`src/rtl/scaler_readout.sv`:
```
// scaler_readout: periodic/manual refresh of a scaler bank, sequential capture
// into a capture buffer, host-controlled latch into a read buffer, and a
// one-cycle-latency random-access read port.
//
// Handshake: refresh_o is a one-cycle pulse to the bank; manual_refresh_i and
// latch_i are one-cycle request pulses that are never dropped (held pending if
// they cannot be served at once); every rd_en_i cycle yields exactly one
// rd_valid_o cycle on the following clock, with no backpressure.
//
// Optional feature: define SCALER_READOUT_TIMESTAMP_EN to add a 32-bit count of
// completed captures, snapshotted into refresh_cnt_o on each latch.
module scaler_readout #(
  parameter int NUM_SCALERS = 16,
  parameter int WIDTH       = 12,
  parameter int ADDR_W      = 6
) (
  input  logic                         clk_i,
  input  logic                         rst_n_i,
  input  logic [31:0]                  period_i,
  input  logic                         manual_refresh_i,
  input  logic [NUM_SCALERS*WIDTH-1:0] scalers_i,
  output logic                         refresh_o,
  input  logic                         latch_i,
  input  logic                         rd_en_i,
  input  logic [ADDR_W-1:0]            rd_addr_i,
  output logic [WIDTH-1:0]             rd_data_o,
  output logic                         rd_valid_o,
  output logic                         busy_o,
  output logic                         new_data_o
`ifdef SCALER_READOUT_TIMESTAMP_EN
  ,output logic [31:0]                 refresh_cnt_o
`endif
);

  localparam int IDX_W = (NUM_SCALERS > 1) ? $clog2(NUM_SCALERS) : 1;
  localparam logic [IDX_W-1:0] LAST_IDX = IDX_W'(NUM_SCALERS - 1);

  typedef enum logic [2:0] {
    ST_IDLE,
    ST_REFRESH,
    ST_SETTLE,
    ST_CAPTURE,
    ST_DONE
  } state_t;

  // period counter
  logic [31:0] cnt_q, cnt_d;
  logic [31:0] period_q, period_d;
  logic        prd_seen_q, prd_seen_d;
  logic        prd_chg;
  logic        auto_req;

  // sequencer
  state_t           state_q, state_d;
  logic             pend_q, pend_d;
  logic             latch_pend_q, latch_pend_d;
  logic [IDX_W-1:0] idx_q, idx_d;
  logic             new_data_q, new_data_d;
  logic             refresh_q, refresh_d;
  logic             busy_q, busy_d;
  logic             req;
  logic             do_latch;

  // buffers and read port
  logic [WIDTH-1:0] cap_buf_q [NUM_SCALERS];
  logic [WIDTH-1:0] cap_buf_d [NUM_SCALERS];
  logic [WIDTH-1:0] rd_buf_q  [NUM_SCALERS];
  logic [WIDTH-1:0] rd_buf_d  [NUM_SCALERS];
  logic [WIDTH-1:0] rd_data_q, rd_data_d;
  logic             rd_valid_q, rd_valid_d;

  // Period counter next state: counts 0..period-1, restarts when period changes.
  // prd_seen_q suppresses change detection on the first cycle after reset, so the
  // first auto-request lands exactly period_i cycles after release.
  always_comb begin
    prd_chg    = prd_seen_q && (period_i != period_q);
    auto_req   = (period_i != 32'd0) && !prd_chg && (cnt_q == period_i - 32'd1);
    period_d   = period_i;
    prd_seen_d = 1'b1;
    if (prd_chg || (period_i == 32'd0) || (cnt_q >= period_i - 32'd1)) begin
      cnt_d = '0;
    end else begin
      cnt_d = cnt_q + 32'd1;
    end
  end

  // Period counter registers.
  always_ff @(posedge clk_i or negedge rst_n_i) begin
    if (!rst_n_i) begin
      cnt_q      <= '0;
      period_q   <= '0;
      prd_seen_q <= 1'b0;
    end else begin
      cnt_q      <= cnt_d;
      period_q   <= period_d;
      prd_seen_q <= prd_seen_d;
    end
  end

  // Sequencer next state. The DONE cycle doubles as the IDLE decision point for a
  // pending request, which keeps back-to-back refreshes NUM_SCALERS+3 apart.
  always_comb begin
    req          = auto_req | manual_refresh_i;
    state_d      = state_q;
    pend_d       = pend_q;
    latch_pend_d = latch_pend_q;
    idx_d        = idx_q;
    new_data_d   = new_data_q;
    do_latch     = 1'b0;
    case (state_q)
      ST_IDLE: begin
        if (req || pend_q) begin
          state_d = ST_REFRESH;
          pend_d  = 1'b0;
        end
        do_latch = latch_i;
      end
      ST_REFRESH: begin
        state_d = ST_SETTLE;
        if (req)     pend_d       = 1'b1;
        if (latch_i) latch_pend_d = 1'b1;
      end
      ST_SETTLE: begin
        state_d = ST_CAPTURE;
        idx_d   = '0;
        if (req)     pend_d       = 1'b1;
        if (latch_i) latch_pend_d = 1'b1;
      end
      ST_CAPTURE: begin
        if (idx_q == LAST_IDX) begin
          state_d    = ST_DONE;
          new_data_d = 1'b1;
        end else begin
          idx_d = idx_q + 1'b1;
        end
        if (req)     pend_d       = 1'b1;
        if (latch_i) latch_pend_d = 1'b1;
      end
      ST_DONE: begin
        do_latch     = latch_i || latch_pend_q;
        latch_pend_d = 1'b0;
        if (req || pend_q) begin
          state_d = ST_REFRESH;
          pend_d  = 1'b0;
        end else begin
          state_d = ST_IDLE;
        end
      end
      default: state_d = ST_IDLE;
    endcase
    // A latch always consumes the "new data" indication, including one in DONE.
    if (do_latch) new_data_d = 1'b0;
    refresh_d = (state_d == ST_REFRESH);
    busy_d    = (state_d != ST_IDLE);
  end

  // Sequencer registers with registered outputs.
  always_ff @(posedge clk_i or negedge rst_n_i) begin
    if (!rst_n_i) begin
      state_q      <= ST_IDLE;
      pend_q       <= 1'b0;
      latch_pend_q <= 1'b0;
      idx_q        <= '0;
      new_data_q   <= 1'b0;
      refresh_q    <= 1'b0;
      busy_q       <= 1'b0;
    end else begin
      state_q      <= state_d;
      pend_q       <= pend_d;
      latch_pend_q <= latch_pend_d;
      idx_q        <= idx_d;
      new_data_q   <= new_data_d;
      refresh_q    <= refresh_d;
      busy_q       <= busy_d;
    end
  end

  // Buffer and read-port next state: one capture word per CAPTURE cycle, whole
  // buffer copy on latch, out-of-range reads return zero.
  always_comb begin
    for (int k = 0; k < NUM_SCALERS; k++) begin
      cap_buf_d[k] = cap_buf_q[k];
      rd_buf_d[k]  = do_latch ? cap_buf_q[k] : rd_buf_q[k];
      if ((state_q == ST_CAPTURE) && (idx_q == IDX_W'(k))) begin
        cap_buf_d[k] = scalers_i[k*WIDTH +: WIDTH];
      end
    end
    rd_valid_d = rd_en_i;
    rd_data_d  = rd_data_q;
    if (rd_en_i) begin
      rd_data_d = '0;
      for (int k = 0; k < NUM_SCALERS; k++) begin
        if (rd_addr_i == ADDR_W'(k)) rd_data_d = rd_buf_q[k];
      end
    end
  end

  // Buffer and read-port registers.
  always_ff @(posedge clk_i or negedge rst_n_i) begin
    if (!rst_n_i) begin
      for (int k = 0; k < NUM_SCALERS; k++) begin
        cap_buf_q[k] <= '0;
        rd_buf_q[k]  <= '0;
      end
      rd_data_q  <= '0;
      rd_valid_q <= 1'b0;
    end else begin
      for (int k = 0; k < NUM_SCALERS; k++) begin
        cap_buf_q[k] <= cap_buf_d[k];
        rd_buf_q[k]  <= rd_buf_d[k];
      end
      rd_data_q  <= rd_data_d;
      rd_valid_q <= rd_valid_d;
    end
  end

`ifdef SCALER_READOUT_TIMESTAMP_EN
  logic [31:0] cap_cnt_q, cap_cnt_d;
  logic [31:0] ts_q, ts_d;

  // Capture counter bumps on entry to DONE, so a latch in DONE already sees it.
  always_comb begin
    cap_cnt_d = cap_cnt_q;
    if ((state_q == ST_CAPTURE) && (idx_q == LAST_IDX)) cap_cnt_d = cap_cnt_q + 32'd1;
    ts_d = do_latch ? cap_cnt_q : ts_q;
  end

  // Capture counter and latched snapshot registers.
  always_ff @(posedge clk_i or negedge rst_n_i) begin
    if (!rst_n_i) begin
      cap_cnt_q <= '0;
      ts_q      <= '0;
    end else begin
      cap_cnt_q <= cap_cnt_d;
      ts_q      <= ts_d;
    end
  end

  assign refresh_cnt_o = ts_q;
`endif

  assign refresh_o  = refresh_q;
  assign busy_o     = busy_q;
  assign new_data_o = new_data_q;
  assign rd_data_o  = rd_data_q;
  assign rd_valid_o = rd_valid_q;

endmodule

```
`config.mk`:
```
export PLATFORM = sky130hd
export DESIGN_NAME = scaler_readout
export DESIGN_NICKNAME = d
export VERILOG_FILES = /design/src/rtl/scaler_readout.sv
export SDC_FILE = /design/constraint.sdc
export NUM_CORES = 1
export LEC_CHECK = 0
export CORE_MARGIN = 5
export CORE_UTILIZATION = 35
export DETAILED_ROUTE_END_ITERATION = 8
export DONT_BUFFER_PORTS = 1
export PLACE_DENSITY = 0.56
export SYNTH_ARGS = -nofsm -noshare
export SYNTH_HDL_FRONTEND = slang
export SYNTH_SLANG_ARGS = --single-unit
```
`constraint.sdc`:
```
create_clock -name clk_i -period 6.7 [get_ports clk_i]
set_input_delay 0.335 -clock clk_i [delete_from_list [all_inputs] [get_ports clk_i]]
set_output_delay 0.335 -clock clk_i [all_outputs]
set_load 0.01 [all_outputs]
```
==> impl_metrics.toml <==
[run_status]
status = "finished, violations left"
failed_checks = "negative hold slack, max-slew violations"

[timing]
fin_crit_sh_pct = 61.75
tightest_slew_ps = 2249
setup_tns_ps = 0
hold_viol = 474
hold_slack_ps = -533.7
min_period_ps = 4137
skew_ps = 25.90
report.final.slew_viol_count = 307
grt_setup_unrepaired = "no"
setup_viol = 0
fmax_mhz = 241.7
relSlewSlack_pct = -49.92

[drt]
vias = 13760
drc = 0
antenna_left = 0
first_pass_iters = 5
avgRoutedWirePerCell_um = 22.58
viasPerCell = 5.187
drt_iter0_drc = 824
totalWireLength_um = 59910

[power_and_ir_drop]
p_seq_share_pct = 48.8
internal-power_w = 0.007236
p_comb_share_pct = 19.2
ir_worst_vdd_mv = 0.2593
swShare_pct = 26.66
p_per_area_mw_per_mm2 = 381.0
p_leak_nw = 10.59
p_total_w = 0.009866
power.switching_w = 0.002630
clkPwrFrac_pct = 31.9

[yosys]
synth_area_sq_mm = 0.02086
yosysWarnings = 0
avgSynthCellArea_sq_um = 13.04
synth_edf_count = 0
ys.flop_type = "dfrtp_1"
syn-num-nets = 1873
ys_seq_elements = 474
synthArstFlopShare_pct = 100.0
seq_area_frac_synth_pct = 56.85
syn_inst = 1600
netlist-cell-type-count = 70

[global_route]
grt_overflow = 0
grt_max_degree = 475
antenna_found_initial = 7
grt_pass1_wl_um = 91350
grt_pass1_vias = 14640
grt_use_total_pct = 18.29

[clock_network]
cts_max_level = 2
clk_latency_ps = 600
cts_sinks = 474
cts_buffers = 53
postCtsSetupBuffers = 0
clock-root-buffer = "clkbuf_16"
cts_hold_buf = 227
clock_path_buffers = 3
post_cts_resized = 0
cts_tree = "yes"
path_clk_slew_ps = 60

[critical_path]
rr_worst_depth = 7
slowest_delay_ps = 570
worstSetupStartpointType = "input pin"
rrSetupSlack_ps = 3490
crit_arrival_ps = 4600
r2r-start = "period_q[0]"
path_common_cell = "nand4_1"
critPathKind = "input pin to flop"
slowest_stage = "nand4_1"
critical_path.cell_chain = "or3_4, nor3b_1, and3_1, nand3_2, nor3b_1, xnor2_1, ha_1, nand4_1, nor4_1, nand4_1, and4b_1, nand4_1, buf_4, nor2_1"
end_kind = "flop"
critPathRequiredTime_ps = 7160
crit_fanout = 19
r2r-end = "cnt_q[12]"

[floorplan]
die_h_um = 254.1
die_x_um = 254.1
coreArea_sq_mm = 0.05902
start_util_pct = 35.35
rows = 89
die_area_sq_mm = 0.06459
io_pins = 251

[flow_run]
cap_violations = 0

[place]
place.gp.congestion = 0.8365
portBuffers = 0
hpwl_um = 41710

[cells_and_area]
drive_gt1_share_pct = 27.36
fillCellCount = 5433
syn_to_final_growth_pct = 24.12
nNetsFinal = 2104

[hold_path]
hold_path.class = "input pin to asynchronous set/reset pin"
[synthesized netlist by cell type, types with 4 or more instances]
cell / n / area [sq um]
and3_1: 13 / 81.33
nor3_1: 16 / 80.08
mux2_2: 386 / 4347
nor2b_1: 5 / 31.28
o22ai_1: 15 / 93.84
a31oi_1: 4 / 25.02
a211oi_1: 4 / 30.03
nand4_1: 14 / 87.58
buf_1: 13 / 48.80
o221ai_1: 11 / 96.34
nand3_1: 32 / 160.2
o41ai_1: 5 / 43.79
ha_1: 38 / 475.5
a22oi_1: 20 / 150.1
dfrtp_1: 474 / 11860
xnor2_1: 30 / 262.8
nand2_1: 80 / 300.3
o211ai_1: 4 / 30.03
mux2i_1: 5 / 50.05
nand2b_1: 11 / 68.82
a221oi_1: 19 / 166.4
buf_4: 4 / 30.03
a21o_1: 5 / 37.54
buf_2: 4 / 20.02
clkbuf_1: 48 / 180.2
inv_1: 12 / 45.04
xor2_1: 62 / 543.0
a21oi_1: 27 / 135.1
o21ai_0: 25 / 125.1
nor2_1: 127 / 476.7
nor4_1: 25 / 156.4
[critical path: cells and delay by family]
family | cells | cell delay, ps
xor gates and xnor gates | 1 | 110
adders and majority gates | 1 | 300
buffers and inverters | 1 | 320
and+or+nand+nor | 11 | 3540
[cells by family after synthesis]
| logic type | Yosys count | synth area share, % |
|---|---|---|
| AOI/OAI and AO/OA | 161 | 5.458 |
| xor gates and xnor gates | 92 | 3.862 |
| adders and majority gates | 38 | 2.279 |
| buffers and inverters | 83 | 1.631 |
| DFF | 474 | 56.86 |
| muxes | 393 | 21.29 |
| other | 1 | 0.01797 |
| and+or+nand+nor | 358 | 8.606 |
[cell type report]
type	instances	area, sq um	area share [%]
diodes	5	12.51	0.04832
clock buffers	77	1538	5.938
clock inverters	22	362.8	1.401
inverters	12	45.04	0.1739
multi-input cells	1043	8673	33.49
flip-flops and latches	474	11860	45.81
well taps	773	967.2	3.735
repair buffers	247	2435	9.403
[per-layer routing]
layer | GRT usage (%) | vias up | wire (um)
li1 | - | 6280 | -
met1 | 25.30 | 7030 | 26980
met2 | 29.22 | 342 | 27890
met3 | 4.089 | 107 | 3401
met4 | 5.247 | 2 | 1617
met5 | 0 | - | 13
[layout by cell type, fill, tap and decap left out, types with 7 or more instances in the layout]
master and instances:
buf_4 19, xnor2_1 30, clkbuf_8 10, inv_1 12, o221ai_1 11, bufinv_16 9, nor4_1 25, clkbuf_16 54
dfrtp_1 474, a21oi_1 27, and3_1 13, nand2_1 80, nor2_1 126, nand3_1 32, a22oi_1 20, nand4_1 14
mux2_2 386, o21ai_0 25, dlygate4sd3_1 227, xor2_1 62, nor3_1 15, nand2b_1 11, clkinv_2 7, ha_1 38
a221oi_1 19, o22ai_1 15, clkbuf_1 13
[worst max path at each step]
stage / from / endpoint / slack [ps] / depth (start not counted)
finish: period_i[2] / cnt_q[12] / 2560 / 14
global route: period_i[2] / cnt_q[9] / 2080 / 14
CTS: period_i[2] / cnt_q[2] / 2570 / 14
detailed placement: period_i[2] / cnt_q[12] / 1950 / 14
global placement: period_i[2] / cnt_q[2] / 2130 / 14
floorplan: period_i[2] / cnt_q[23] / 3000 / 14
[power groups by stage]
stage	sequential, W	clock [W]	combinational, W
floorplan	0.00451	0	0.00152
global placement	0.00483	0	0.00173
detailed placement	0.00487	0	0.00178
CTS	0.00482	0.00324	0.00192
global route	0.00495	0.00336	0.00209
finish	0.00482	0.00315	0.00190
[registers in the layout, summed over array words and instances, names as in the netlist]
| name | flops |
|---|---|
| pend_q | 1 |
| busy_o | 1 |
| cnt_q | 32 |
| rd_data_o | 12 |
| cap_buf_q | 192 |
| new_data_o | 1 |
| rd_valid_o | 1 |
| prd_seen_q | 1 |
| idx_q | 4 |
| refresh_o | 1 |
| period_q | 32 |
| latch_pend_q | 1 |
| state_q | 3 |
| rd_buf_q | 192 |
[stage by stage]
step                util (%)  std cells  cell area [sq um]  setup slack, ps  hold WS [ps]
detailed placement     36.78       2322              21710             1947         71.70
global placement       36.78       2322              21710             2132         72.09
floorplan                  -       1600              20860             2998         39.41
finish                 43.88       2653              25890             2563        -533.7
CTS                    43.85       2648              25880             2568        -586.2
global route           43.88       2653              25890             2082        -567.7
Note: power is estimated with default switching activity, not from simulation.
